File: src/rtl/call_stack_ex_if.sv
// Request/response bundle of the return-address stack: control and push data in, top/count/flags out.
interface call_stack_ex_if #(
    parameter int WIDTH = 10,
    parameter int DEPTH = 16
);
    localparam int CNT_W = $clog2(DEPTH) + 1;

    logic             clk_en;
    logic             push;
    logic             pop;
    logic [WIDTH-1:0] data_in;
    logic             clear_err;
    logic [WIDTH-1:0] data_out;
    logic [CNT_W-1:0] count;
    logic             empty;
    logic             full;
    logic             overflow;
    logic             underflow;

    modport master (
        output clk_en, push, pop, data_in, clear_err,
        input  data_out, count, empty, full, overflow, underflow
    );

    modport slave (
        input  clk_en, push, pop, data_in, clear_err,
        output data_out, count, empty, full, overflow, underflow
    );
endinterface

File: src/rtl/call_stack_ex.sv
// Return-address stack: push=CALL, pop=RET, push+pop replaces the top entry.
// One-cycle state update, zero read latency; no backpressure -- full/empty/error flags report misuse.
module call_stack_ex #(
    parameter int WIDTH = 10,
    parameter int DEPTH = 16,
    parameter bit WRAP  = 1'b0
) (
    input  logic            clk,
    input  logic            rst,
    call_stack_ex_if.slave  bus
);
    localparam int PTR_W = $clog2(DEPTH);
    localparam int CNT_W = PTR_W + 1;
    localparam logic [CNT_W-1:0] CNT_FULL = CNT_W'(DEPTH);
    localparam logic [PTR_W-1:0] PTR_ONE  = PTR_W'(1);
    localparam logic [CNT_W-1:0] CNT_ONE  = CNT_W'(1);

    logic [WIDTH-1:0] mem_q [DEPTH];
    logic [PTR_W-1:0] ptr_q, ptr_d;
    logic [CNT_W-1:0] count_q, count_d;
    logic             ovf_q, ovf_d;
    logic             udf_q, udf_d;

    logic [PTR_W-1:0] top_idx;
    logic [PTR_W-1:0] waddr;
    logic             we;
    logic             set_ovf;
    logic             set_udf;
    logic             is_empty;
    logic             is_full;

    assign top_idx  = ptr_q - PTR_ONE;
    assign is_empty = (count_q == '0);
    assign is_full  = (count_q == CNT_FULL);

    always_comb begin
        ptr_d   = ptr_q;
        count_d = count_q;
        ovf_d   = ovf_q;
        udf_d   = udf_q;
        we      = 1'b0;
        waddr   = ptr_q;
        set_ovf = 1'b0;
        set_udf = 1'b0;

        if (bus.clk_en) begin
            case ({bus.push, bus.pop})
                2'b11: begin
                    if (is_empty) begin
                        // Nothing to replace: degrade to a plain push but still flag the bad pop.
                        we      = 1'b1;
                        ptr_d   = ptr_q + PTR_ONE;
                        count_d = count_q + CNT_ONE;
                        set_udf = 1'b1;
                    end else begin
                        we    = 1'b1;
                        waddr = top_idx;
                    end
                end
                2'b10: begin
                    if (!is_full) begin
                        we      = 1'b1;
                        ptr_d   = ptr_q + PTR_ONE;
                        count_d = count_q + CNT_ONE;
                    end else begin
                        set_ovf = 1'b1;
                        if (WRAP) begin
                            // Slot at ptr holds the oldest entry once the ring is full.
                            we    = 1'b1;
                            ptr_d = ptr_q + PTR_ONE;
                        end
                    end
                end
                2'b01: begin
                    if (!is_empty) begin
                        ptr_d   = top_idx;
                        count_d = count_q - CNT_ONE;
                    end else begin
                        set_udf = 1'b1;
                    end
                end
                default: ;
            endcase

            if (bus.clear_err) begin
                ovf_d = 1'b0;
                udf_d = 1'b0;
            end
            if (set_ovf) ovf_d = 1'b1;
            if (set_udf) udf_d = 1'b1;
        end
    end

    always_ff @(posedge clk) begin
        if (rst) begin
            ptr_q   <= '0;
            count_q <= '0;
            ovf_q   <= 1'b0;
            udf_q   <= 1'b0;
        end else begin
            ptr_q   <= ptr_d;
            count_q <= count_d;
            ovf_q   <= ovf_d;
            udf_q   <= udf_d;
        end
    end

    // Storage is deliberately left out of reset; count gates every read.
    always_ff @(posedge clk) begin
        if (we && !rst) begin
            mem_q[waddr] <= bus.data_in;
        end
    end

    assign bus.data_out  = is_empty ? '0 : mem_q[top_idx];
    assign bus.count     = count_q;
    assign bus.empty     = is_empty;
    assign bus.full      = is_full;
    assign bus.overflow  = ovf_q;
    assign bus.underflow = udf_q;
endmodule

File: src/flat_wrapper.sv
// flat-port wrapper written by rule: the top's interface ports become plain ports
module call_stack_ex_flat 
#(
    parameter int WIDTH = 10,
    parameter int DEPTH = 16,
    parameter bit WRAP  = 1'b0
)
  (clk, rst, bus_clk_en, bus_push, bus_pop, bus_data_in, bus_clear_err, bus_data_out, bus_count, bus_empty, bus_full, bus_overflow, bus_underflow);
  call_stack_ex_if #(.WIDTH(WIDTH), .DEPTH(DEPTH)) bus_i ();
  input  logic clk;
  input  logic rst;
  input wire logic [$bits(bus_i.clk_en)-1:0] bus_clk_en;
  input wire logic [$bits(bus_i.push)-1:0] bus_push;
  input wire logic [$bits(bus_i.pop)-1:0] bus_pop;
  input wire logic [$bits(bus_i.data_in)-1:0] bus_data_in;
  input wire logic [$bits(bus_i.clear_err)-1:0] bus_clear_err;
  output wire logic [$bits(bus_i.data_out)-1:0] bus_data_out;
  output wire logic [$bits(bus_i.count)-1:0] bus_count;
  output wire logic [$bits(bus_i.empty)-1:0] bus_empty;
  output wire logic [$bits(bus_i.full)-1:0] bus_full;
  output wire logic [$bits(bus_i.overflow)-1:0] bus_overflow;
  output wire logic [$bits(bus_i.underflow)-1:0] bus_underflow;
  assign bus_i.clk_en = bus_clk_en;
  assign bus_i.push = bus_push;
  assign bus_i.pop = bus_pop;
  assign bus_i.data_in = bus_data_in;
  assign bus_i.clear_err = bus_clear_err;
  assign bus_data_out = bus_i.data_out;
  assign bus_count = bus_i.count;
  assign bus_empty = bus_i.empty;
  assign bus_full = bus_i.full;
  assign bus_overflow = bus_i.overflow;
  assign bus_underflow = bus_i.underflow;
  call_stack_ex #(.WIDTH(WIDTH), .DEPTH(DEPTH), .WRAP(WRAP)) u_core (.clk(clk), .rst(rst), .bus(bus_i));
endmodule
File: config.mk
export PLATFORM = sky130hd
export DESIGN_NAME = call_stack_ex_flat
export DESIGN_NICKNAME = d
export VERILOG_FILES = /design/src/rtl/call_stack_ex_if.sv /design/src/rtl/call_stack_ex.sv /design/src/flat_wrapper.sv
export SDC_FILE = /design/constraint.sdc
export NUM_CORES = 1
export LEC_CHECK = 0
export CORE_ASPECT_RATIO = 0.5
export CORE_MARGIN = 3
export CORE_UTILIZATION = 45
export DETAILED_ROUTE_END_ITERATION = 7
export GPL_TIMING_DRIVEN = 0
export SETUP_SLACK_MARGIN = 0.5
export SYNTH_ARGS = -nofsm -noshare
export SYNTH_HDL_FRONTEND = slang
export SYNTH_SLANG_ARGS = --single-unit
File: constraint.sdc
create_clock -name clk -period 4 [get_ports clk]
set_clock_uncertainty 0.1 [all_clocks]
set_input_delay 0.8 -clock clk [delete_from_list [all_inputs] [get_ports clk]]
set_output_delay 0.8 -clock clk [all_outputs]
set_load 0.005 [all_outputs]
==> results of run 1 <==
==> metrics by stage <==
step | power [W] | hold WS, ns | setup TNS [ns] | setup slack [ns]
3_3_place_gp | 0.00271 | 0.387 | -71.27 | -0.646
6_report | 0.00463 | 0.418 | 0 | 0.512
5_1_grt | 0.00480 | 0.457 | 0 | 0.440
4_1_cts | 0.00466 | 0.431 | 0 | 0.464
2_1_floorplan | 0.00245 | 0.377 | 0 | 0.757
3_5_place_dp | 0.00274 | 0.401 | -7.28 | -0.785
==> cells in the final DEF (no fill, tap or decap), types with 4 or more instances in the layout <==
master,instances
nand2b_1,4
nor3_2,9
mux4_2,40
nor2_1,16
inv_1,5
a21oi_1,8
clkdlybuf4s50_1,22
mux2i_1,16
mux2i_2,8
o21ai_0,6
o22ai_1,10
bufinv_16,5
buf_4,12
edfxtp_1,160
ha_1,5
inv_6,6
a211oi_2,7
clkbuf_2,5
dfxtp_1,9
a211oi_1,4
buf_2,8
clkbuf_16,21
nand2_1,7
buf_6,17
==> area by class of cell <==
type	count	area (um2)
tap	198	248
inverter	7	27.5
sequential	171	5030
timing repair buffer	58	544
buffer	22	235
clock inverter	14	229
multi-input combinational	193	2180
clock buffer	17	425
fill	1119	6090
==> Yosys cell counts (2+ instances only) <==
cell | n | area share [%]
o2bb2ai_1 | 2 | 0.24
mux2i_1 | 25 | 3.5
buf_1 | 2 | 0.10
xnor2_1 | 3 | 0.37
dfxtp_1 | 11 | 3.1
a22oi_1 | 2 | 0.21
a211oi_1 | 12 | 1.3
o22ai_1 | 11 | 0.96
o21ai_0 | 6 | 0.42
clkbuf_1 | 13 | 0.68
nor2_1 | 16 | 0.84
edfxtp_1 | 160 | 67
nand2_1 | 8 | 0.42
mux2_2 | 2 | 0.31
nand2b_1 | 4 | 0.35
mux4_2 | 40 | 13
a21o_1 | 2 | 0.21
or3_1 | 3 | 0.26
buf_2 | 7 | 0.49
or4_1 | 3 | 0.31
and2_1 | 2 | 0.17
nand3_1 | 3 | 0.21
nor3_1 | 9 | 0.63
ha_1 | 5 | 0.87
and3_1 | 3 | 0.26
inv_1 | 6 | 0.31
xor2_1 | 3 | 0.37
a21oi_1 | 8 | 0.56
==> power groups by stage <==
stage	sequential (W)	clock (W)	combinational, W
2_1_floorplan	0.00202	0	0.000428
3_3_place_gp	0.00203	0	0.000682
3_5_place_dp	0.00203	0	0.000707
4_1_cts	0.00199	0.00186	0.000810
5_1_grt	0.00199	0.00194	0.000866
6_report	0.00199	0.00183	0.000807
==> worst max path at each step <==
stage                                from              end  slack [ns]  cells past startpoint
after floorplan           u_core.ptr_q[0]  bus_data_out[0]        0.76                      8
after global placement    u_core.ptr_q[0]  bus_data_out[1]       -0.65                      9
after detailed placement  u_core.ptr_q[0]  bus_data_out[9]       -0.79                      9
after CTS                 u_core.ptr_q[0]  bus_data_out[2]        0.46                     10
after global routing      u_core.ptr_q[0]  bus_data_out[2]        0.44                     10
final                     u_core.ptr_q[0]  bus_data_out[2]        0.51                     10
==> repair_timing <==
action                     4_1_cts  5_1_grt
pin swaps                        6        1
gates resized for setup         78       10
hold buffers                     0        0
setup buffers                   10        0
setup endpoints to repair       97       26
==> critical path, stage by stage, from the launching register on <==
cell and delay [ns]:
dfxtp_4 0.38, buf_8 0.11, inv_2 0.05, ha_1 0.31, buf_8 0.16, buf_4 0.14, clkbuf_16 0.17, mux4_2 0.30
mux2i_2 0.18, o22ai_1 0.10, dlygate4sd2_1 0.28
==> sequential cells by signal, indices dropped and copies added (netlist names) <==
register	flops
u_core.bus.overflow	1
u_core.mem_q	160
u_core.bus.underflow	1
u_core.bus.count	5
u_core.ptr_q	4
==> metal layers <==
layer	global-route usage (%)	vias to the layer above	wire length, um
li1	-	1774	-
met4	3.77	0	93
met5	0	-	0
met3	4.92	11	861
met2	31.1	97	7670
met1	28.2	2135	7460
==> cell families (layout without fill, tap and decap cells) <==
logic type	Yosys count	count (layout)	synth area share, %
xor+xnor	6	6	0.733
flops	171	171	70.1
mux	69	69	16.7
compound gates	54	54	5.38
simple gates	58	58	4.29
buf+inv	29	118	1.64
fa+ha+maj	6	6	1.15
==> run_results.csv, run 1 <==
group,metric,value,unit
drt,initialDrtViolationCount,394,
global_route,grt_pass1_wl,24800,um
setup_path,critPathKind,"flop to output port",
setup_path,end_kind,"output port",
cts,cts_htree_levels,4,
global_route,antenna_found_initial,0,
place,gp_congestion,0.834,
floorplanning,core-area,0.0150,mm2
cells_and_area,final_layout_size_suffix_gt1_share,33.6,%
timing,drv_slew,0,
pwr,p_sw_share,24.5,%
timing,finalCriticalPeriod,3.49,ns
place,place_area,0.00800,mm2
floorplanning,dieHeight,95.3,um
cts,cts.path.max_buffers,2,
setup_path,r2r_cells,8,
place,dp_hpwl,10900,um
pwr,p_comb_share,17.4,%
setup_path,timing.rr.end,"u_core.mem_q[8][5]",
cts,clkLatencyLatePin,0.42,ns
timing,grt_setup_unrepaired,"yes",
setup_path,critPathRequiredTime,3.10,ns
cts,cts_num_sinks,171,
floorplanning,dieWidth,185,um
global_route,first_global_vias,4226,
cells_and_area,diodes,0,
pwr,p_int,0.00349,W
cells_and_area,fin_nets,492,
synth,synth_edf_count,160,
pwr,vdd_drop_max,0.304,mV
timing,finalSetupViolCount,0,
pwr,leakage,2.95,nW
cts,cts_tree,"yes",
hold_path,worstHoldStart,"u_core.bus.underflow",
timing,hold_violations,0,
drt,via_per_inst,5.91,
synth,ys_warn_count,0,
synth,synth_cells,393,
drt,vias,4017,
drt,drc,0,
synth,synthesis.nets,415,
synth,yosys_register_bits,171,
cells_and_area,utilization,59.4,%
pwr,clkPwrFrac,39.5,%
status,outcome,"completed",
pwr,switchingPower,0.00113,W
synth,synth_flop_cell,"edfxtp_1",
setup_path,r2r_start,"u_core.ptr_q[0]",
run,maxCapViolCount,0,
floorplanning,ios,35,
global_route,grt_max_degree,17,
cells_and_area,design_area,0.00892,mm2
global_route,gr-total-overflow,0,
cells_and_area,instances_no_fill,680,
setup_path,ff2ff_setup_slack,1.06,ns
drt,wl_per_cell,23.7,um
floorplanning,dieArea,0.0176,mm2
cells_and_area,syn2layout_area_growth,24.5,%
global_route,grt_use_total,19.6,%
cts,clk_pin_slew,0.07,ns
place,numPortBuffers,32,
timing,tightestPinTransition,0.933,ns
setup_path,worst_ep_arrival_time,2.59,ns
setup_path,crit_path_max_fanout,10,
cts,cts_made_buffers,17,
floorplanning,rows,31,
synth,async_flop_share,0,%
setup_path,worstSetupStartpointType,"flop",
drt,routed_wl,16100,um
pwr,seq_power_share,43.0,%
place,dp.cells,639,
cts,cts_root_buffer,"clkbuf_16",
hold_path,min_path_cells,2,
synth,avgSynthCellArea,18.2,um2
synth,synthDistinctLibCells,50,
synth,synth_area,0.00717,mm2
floorplanning,initial_core_util,47.8,%
hold_path,hold_end,"u_core.bus.underflow",
hold_path,min_path_type,"flop to flop",
pwr,p_per_area,519,mW/mm2
synth,ys_seq_area_share,70.1,%
timing,max_freq,287,MHz
drt,antenna_left,0,
timing,finalCritPeriodShare,87.2,%
timing,relSlewSlack,37.1,%
drt,drt_pass1_iterations,4,
(Power assumes the default switching activity.)
==> inputs of run 2 (changes only) <==
Settings changed: ABC_AREA set to 1.
==> run 2 against run 1 <==
Critical path depth up 1. Cell count up 41%. First-iteration DRC count up 37%. Flip-flop and latch count unchanged. Combinational power up 140%. Highest routed layer unchanged. Maximum frequency down 5.4%. Power up 21%. Non-clock buffer count down 7.
==> run_results.csv, run 2 <==
group,metric,value,unit
pwr,p_per_area,631,mW/mm2
synth,synth.most_common_cell,"edfxtp_1",
synth,ys_seq_area_share,68.3,%
cts,cts_tree,"yes",
synth,async_flop_share,0,%
synth,synth_area_leaders,"edfxtp_1 65%, nand2_1 7.1%, nor2_1 5.6%",
floorplanning,rows,32,
place,place_area,0.00797,mm2
synth,synth_flop_cell,"edfxtp_1",
cells_and_area,fin_nets,751,
cts,cts.path.max_buffers,2,
timing,finalSetupViolCount,0,
drt,top_layer_used,"met4",
pwr,seq_power_share,36.4,%
drt,met3WireLength,1270,um
cells_and_area,layout.cells.most_common,"edfxtp_1",
cts,cts_made_buffers,17,
drt,m1WireLength,8900,um
pwr,p_sw_share,33.6,%
timing,relSlewSlack,14.7,%
synth,synthDistinctLibCells,31,
timing,finalCriticalPeriod,3.69,ns
setup_path,critPathKind,"flop to output port",
cts,cts_htree_levels,4,
cells_and_area,design_area,0.00884,mm2
timing,grt_setup_unrepaired,"yes",
global_route,antenna_found_initial,0,
place,numPortBuffers,34,
setup_path,crit_path_max_fanout,10,
drt,initialDrtViolationCount,541,
pwr,p_total,0.00558,W
drt,antenna_left,0,
drt,wl_met2,7990,um
drt,drt_pass1_iterations,6,
synth,avgSynthCellArea,11.0,um2
synth,synth_area,0.00735,mm2
place,pre_cts_ws,-0.243,ns
global_route,grt_pass1_wl,28200,um
global_route,first_global_vias,4827,
pwr,p_comb_share,34.3,%
setup_path,end_kind,"output port",
cts,cts_num_sinks,171,
pwr,p_int,0.00371,W
setup_path,worstSetupStartpointType,"flop",
setup_path,critPathRequiredTime,3.10,ns
timing,hold_ws,0.389,ns
drt,vias,5165,
drt,drc,0,
cells_and_area,regArea,0.00503,mm2
synth,yosys_register_bits,171,
synth,yosys.area.top_type,"edfxtp_1",
global_route,grt_use_total,21.3,%
synth,synth_edf_count,160,
floorplanning,initial_core_util,46.9,%
status,outcome,"completed",
hold_path,min_path_type,"flop to flop",
pwr,clkPwrFrac,29.3,%
timing,setup_ws,0.313,ns
synth,synth_top_area_share,65.3,%
drt,wl_per_cell,19.2,um
cells_and_area,final_layout_size_suffix_gt1_share,12.8,%
cts,cts_hold_buffers,0,
pwr,vdd_drop_max,0.342,mV
synth,synthesis.nets,689,
drt,via_per_inst,5.37,
synth,ys_warn_count,0,
floorplanning,ios,35,
pwr,leakage,3.24,nW
floorplanning,dieWidth,187,um
cts,clk_pin_slew,0.07,ns
synth,synth_cells,667,
run,maxCapViolCount,0,
timing,finalCritPeriodShare,92.2,%
timing,tightestPinTransition,1.28,ns
cts,cts_root_buffer,"clkbuf_16",
drt,routed_wl,18500,um
synth,synth_common_cells,"160 x edfxtp_1, 140 x nand2_1, 110 x nor2_1",
timing,finalSetupTns,0,ns
floorplanning,dieArea,0.0180,mm2
floorplanning,core-area,0.0157,mm2
global_route,grt_max_degree,17,
setup_path,worst_ep_arrival_time,2.79,ns
cells_and_area,diodes,0,
pwr,switchingPower,0.00187,W
timing,hold_violations,0,
cells_and_area,largest_register,"u_core.mem_q",
global_route,gr-total-overflow,0,
cells_and_area,largest_register_ffs,160,
timing,drv_slew,0,
cells_and_area,nFillCells,1327,
cts,clkLatencyLatePin,0.42,ns
place,dp_hpwl,12200,um
cells_and_area,multiInputGateArea,0.00213,mm2
cells_and_area,syn2layout_area_growth,20.2,%
cells_and_area,layout_common_cells,"160 x edfxtp_1, 136 x nand2_1, 109 x nor2_1",
timing,max_freq,271,MHz
place,gp_congestion,0.848,
floorplanning,dieHeight,96.4,um
==> run 2: stage by stage <==
step	util, %	instances
after floorplan	-	667
after global placement	50.8	922
after detailed placement	50.8	922
after CTS	55.7	959
after global routing	56.3	962
final	56.3	962
==> run 2: area by class of cell <==
| type | instances | share of cell area (%) |
|---|---|---|
| multi-input cells | 439 | 24.1 |
| clock buffers | 17 | 4.81 |
| plain buffers | 30 | 3.31 |
| clock inverters | 14 | 1.83 |
| inverters | 27 | 1.23 |
| flip-flops and latches | 171 | 56.8 |
| well taps | 221 | 3.13 |
| repair buffers | 43 | 4.80 |
==> run 2: cells by family after synthesis <==
group / Yosys count / synth area share [%]
flops: 171 / 68.3
buf+inv: 57 / 3.49
xor+xnor: 3 / 0.613
compound gates: 90 / 7.06
simple gates: 340 / 19.4
fa+ha+maj: 6 / 1.12
==> run 2: routing by layer <==
metal / up-vias / global-route usage [%]
met5: - / 0
met4: 0 / 6.73
met3: 23 / 5.12
met2: 190 / 32.4
met1: 2489 / 30.6
li1: 2463 / -
==> run 2: what timing repair did <==
item | in CTS | in global routing
setup buffers | 6 | 3
cloned | 0 | 0
pin swaps | 9 | 16
endpoints found under the setup margin | 40 | 9
gates resized for setup | 37 | 39
==> run 2: power by group through the flow <==
stage | Clock (W) | Combinational (W) | Sequential, W
after CTS | 0.00166 | 0.00182 | 0.00203
after floorplan | 0 | 0.000981 | 0.00207
after global routing | 0.00174 | 0.00210 | 0.00204
after detailed placement | 0 | 0.00166 | 0.00207
final | 0.00163 | 0.00191 | 0.00203
after global placement | 0 | 0.00165 | 0.00207
==> run 2: path summary, 6_finish.rpt <==
kind / endpoint / startpoint / cells past startpoint / slack, ns
setup / recovery: bus_data_out[7] / u_core.ptr_q[0] / 11 / 0.31
hold / removal: u_core.bus.underflow / u_core.bus.underflow / 2 / 0.39
hold reg to reg: u_core.bus.underflow / u_core.bus.underflow / 2 / 0.39
setup reg to reg: u_core.mem_q[9][4] / u_core.ptr_q[0] / 11 / 1.01
==> run 2: critical path, stage by stage (launching register included) <==
cell	delay [ns]
dfxtp_2	0.34
inv_2	0.05
buf_6	0.12
buf_12	0.14
ha_4	0.28
buf_12	0.14
buf_8	0.14
o21ai_0	0.08
o211ai_1	0.31
nand3_1	0.15
nand2_2	0.11
clkdlybuf4s50_1	0.50
==> inputs of run 3 (changes only) <==
Settings changed: CORE_UTILIZATION 45 to 60, CTS_CLUSTER_SIZE set to 30, GPL_TIMING_DRIVEN 0 to unset, PLACE_DENSITY set to 0.79.
==> run 3 against run 2 <==
Non-clock buffer count shrank 6. Maximum frequency grew 7.6%. Clock power is essentially flat. Count of clock-buffer cells in the layout is the same. Flip-flop and latch count is the same. Hold slack lost 0.027 ns. Cell area shrank 1.1%. Power shrank 1.4%. Via count grew 6.3%. Worst setup slack gained 0.26 ns. First-iteration DRC count grew 54%. Combinational power shrank 4%.
==> run_results.csv, run 3 (synthesis gave the netlist of run 2 again) <==
group,metric,value,unit
timing,max_freq,292,MHz
floorplanning,dieHeight,84.3,um
cts,cts_made_buffers,17,
cts,cts_hold_buffers,0,
setup_path,critPathRequiredTime,3.10,ns
cts,cts.path.max_buffers,2,
setup_path,critPathMaxStageDelay,0.51,ns
cells_and_area,layout.cells.most_common,"edfxtp_1",
global_route,grt_use_total,26.8,%
timing,grt_setup_unrepaired,"yes",
timing,finalCriticalPeriod,3.43,ns
drt,top_layer_used,"met4",
cells_and_area,regArea,0.00503,mm2
drt,via_per_inst,6.13,
setup_path,cp_cell_sequence,"inv_2 > ha_4 > buf_12 > o21ai_0 > o211ai_1 > nand3_1 > nand2_1 > clkdlybuf4s50_1",
hold_path,min_path_type,"flop to flop",
place,dp.cells,852,
place,dp_hpwl,10700,um
cells_and_area,diodes,0,
cells_and_area,design_area,0.00875,mm2
place,place_area,0.00792,mm2
global_route,gr-total-overflow,0,
status,outcome,"completed",
global_route,grt_max_degree,86,
hold_path,min_path_cells,2,
timing,hold_ws,0.363,ns
run,maxCapViolCount,0,
cells_and_area,nFillCells,669,
timing,finalSetupViolCount,0,
drt,m1WireLength,7490,um
floorplanning,core-area,0.0115,mm2
cts,cts_num_sinks,171,
setup_path,critical-path-slowest-cell,"clkdlybuf4s50_1",
drt,antenna_left,0,
timing,finalCritPeriodShare,85.7,%
setup_path,r2r_cells,11,
cts,cts_root_buffer,"clkbuf_16",
setup_path,ff2ff_setup_slack,1.21,ns
drt,vias,5490,
drt,drt_pass1_iterations,5,
floorplanning,ios,35,
global_route,grt_pass1_wl,27700,um
drt,routed_wl,18000,um
floorplanning,dieArea,0.0137,mm2
cells_and_area,syn2layout_area_growth,18.9,%
place,gp_congestion,0.887,
setup_path,crit_path_max_fanout,26,
floorplanning,rows,27,
drt,met3WireLength,2330,um
drt,drc,0,
cells_and_area,fin_nets,745,
cts,clk_pin_slew,0.07,ns
floorplanning,initial_core_util,64.2,%
setup_path,critPathBufInv,3,
setup_path,worst_ep_arrival_time,2.53,ns
cells_and_area,final_layout_size_suffix_gt1_share,12.6,%
drt,wl_per_cell,20.1,um
pwr,p_total,0.00551,W
cells_and_area,largest_register,"u_core.mem_q",
global_route,antenna_found_initial,0,
global_route,first_global_vias,5069,
hold_path,hold_end,"u_core.bus.underflow",
timing,drv_slew,0,
cts,cts_tree,"yes",
timing,finalSetupTns,0,ns
drt,wl_met2,7760,um
cells_and_area,layout_common_cells,"160 x edfxtp_1, 140 x nand2_1, 108 x nor2_1",
place,numPortBuffers,34,
timing,tightestPinTransition,0.686,ns
cts,clkLatencyLatePin,0.43,ns
setup_path,timing.rr.end,"u_core.mem_q[8][8]",
timing,hold_violations,0,
pwr,leakage,3.19,nW
pwr,vdd_drop_max,0.309,mV
drt,initialDrtViolationCount,834,
cells_and_area,multiInputGateArea,0.00211,mm2
setup_path,worstSetupStartpointType,"flop",
cells_and_area,largest_register_ffs,160,
setup_path,end_kind,"output port",
setup_path,cp_top_family,"buffers and inverters",
timing,relSlewSlack,54.1,%
cts,cts_htree_levels,4,
pwr,p_per_area,630,mW/mm2
floorplanning,dieWidth,163,um
setup_path,r2r_start,"u_core.bus.count[2]",
setup_path,critPathKind,"flop to output port",
cells_and_area,instances_no_fill,895,
hold_path,worstHoldStart,"u_core.bus.underflow",
-- run 3: layout make-up --
type / count / area share, %
timing repair buffer: 67 / 7.90
inverter: 27 / 1.29
sequential: 171 / 57.5
clock inverter: 15 / 2.06
clock buffer: 17 / 4.86
tap: 159 / 2.27
multi-input combinational: 439 / 24.1
-- run 3: layer usage --
metal / vias up / track usage (%)
met2: 416 / 37.7
li1: 2452 / -
met4: 0 / 9.75
met5: - / 0
met1: 2574 / 39.9
met3: 48 / 7.93
-- run 3: stage by stage --
step	setup slack (ns)	utilization [%]
after floorplan	1.15	-
after global placement	0.663	69.2
after detailed placement	0.532	69.2
after CTS	0.530	75.5
after global routing	0.469	76.4
final	0.572	76.4
-- run 3: power by group --
part	internal (W)	switching (W)	leakage, nW
logic	0.000720	0.00111	1.38
clock network	0.000893	0.000750	0.288
registers	0.00200	0.0000370	1.53
total	0.00361	0.00189	3.19
-- run 3: timing repair --
| item | 4_1_cts | 5_1_grt |
|---|---|---|
| gates cloned | 1 | 1 |
| pin swaps | 6 | 1 |
| endpoints found under the setup margin | 10 | 10 |
| setup buffers | 5 | 4 |
| resized for setup | 10 | 14 |
-- run 3: worst max path at each step --
stage | start | end | depth (start not counted)
3_3_place_gp | bus_pop | u_core.mem_q[9][6] | 10
6_report | u_core.ptr_q[0] | bus_data_out[5] | 8
3_5_place_dp | u_core.ptr_q[1] | bus_data_out[1] | 9
4_1_cts | u_core.ptr_q[1] | bus_data_out[6] | 9
2_1_floorplan | u_core.ptr_q[0] | bus_data_out[6] | 10
5_1_grt | u_core.ptr_q[0] | bus_data_out[6] | 8
-- run 3: worst reg2reg max path: cells and delay by family, from the launching register on --
kind	cells	cell delay, ns
buffers and inverters	3	0.54
DFF	1	0.36
and+or+nand+nor	8	1.49
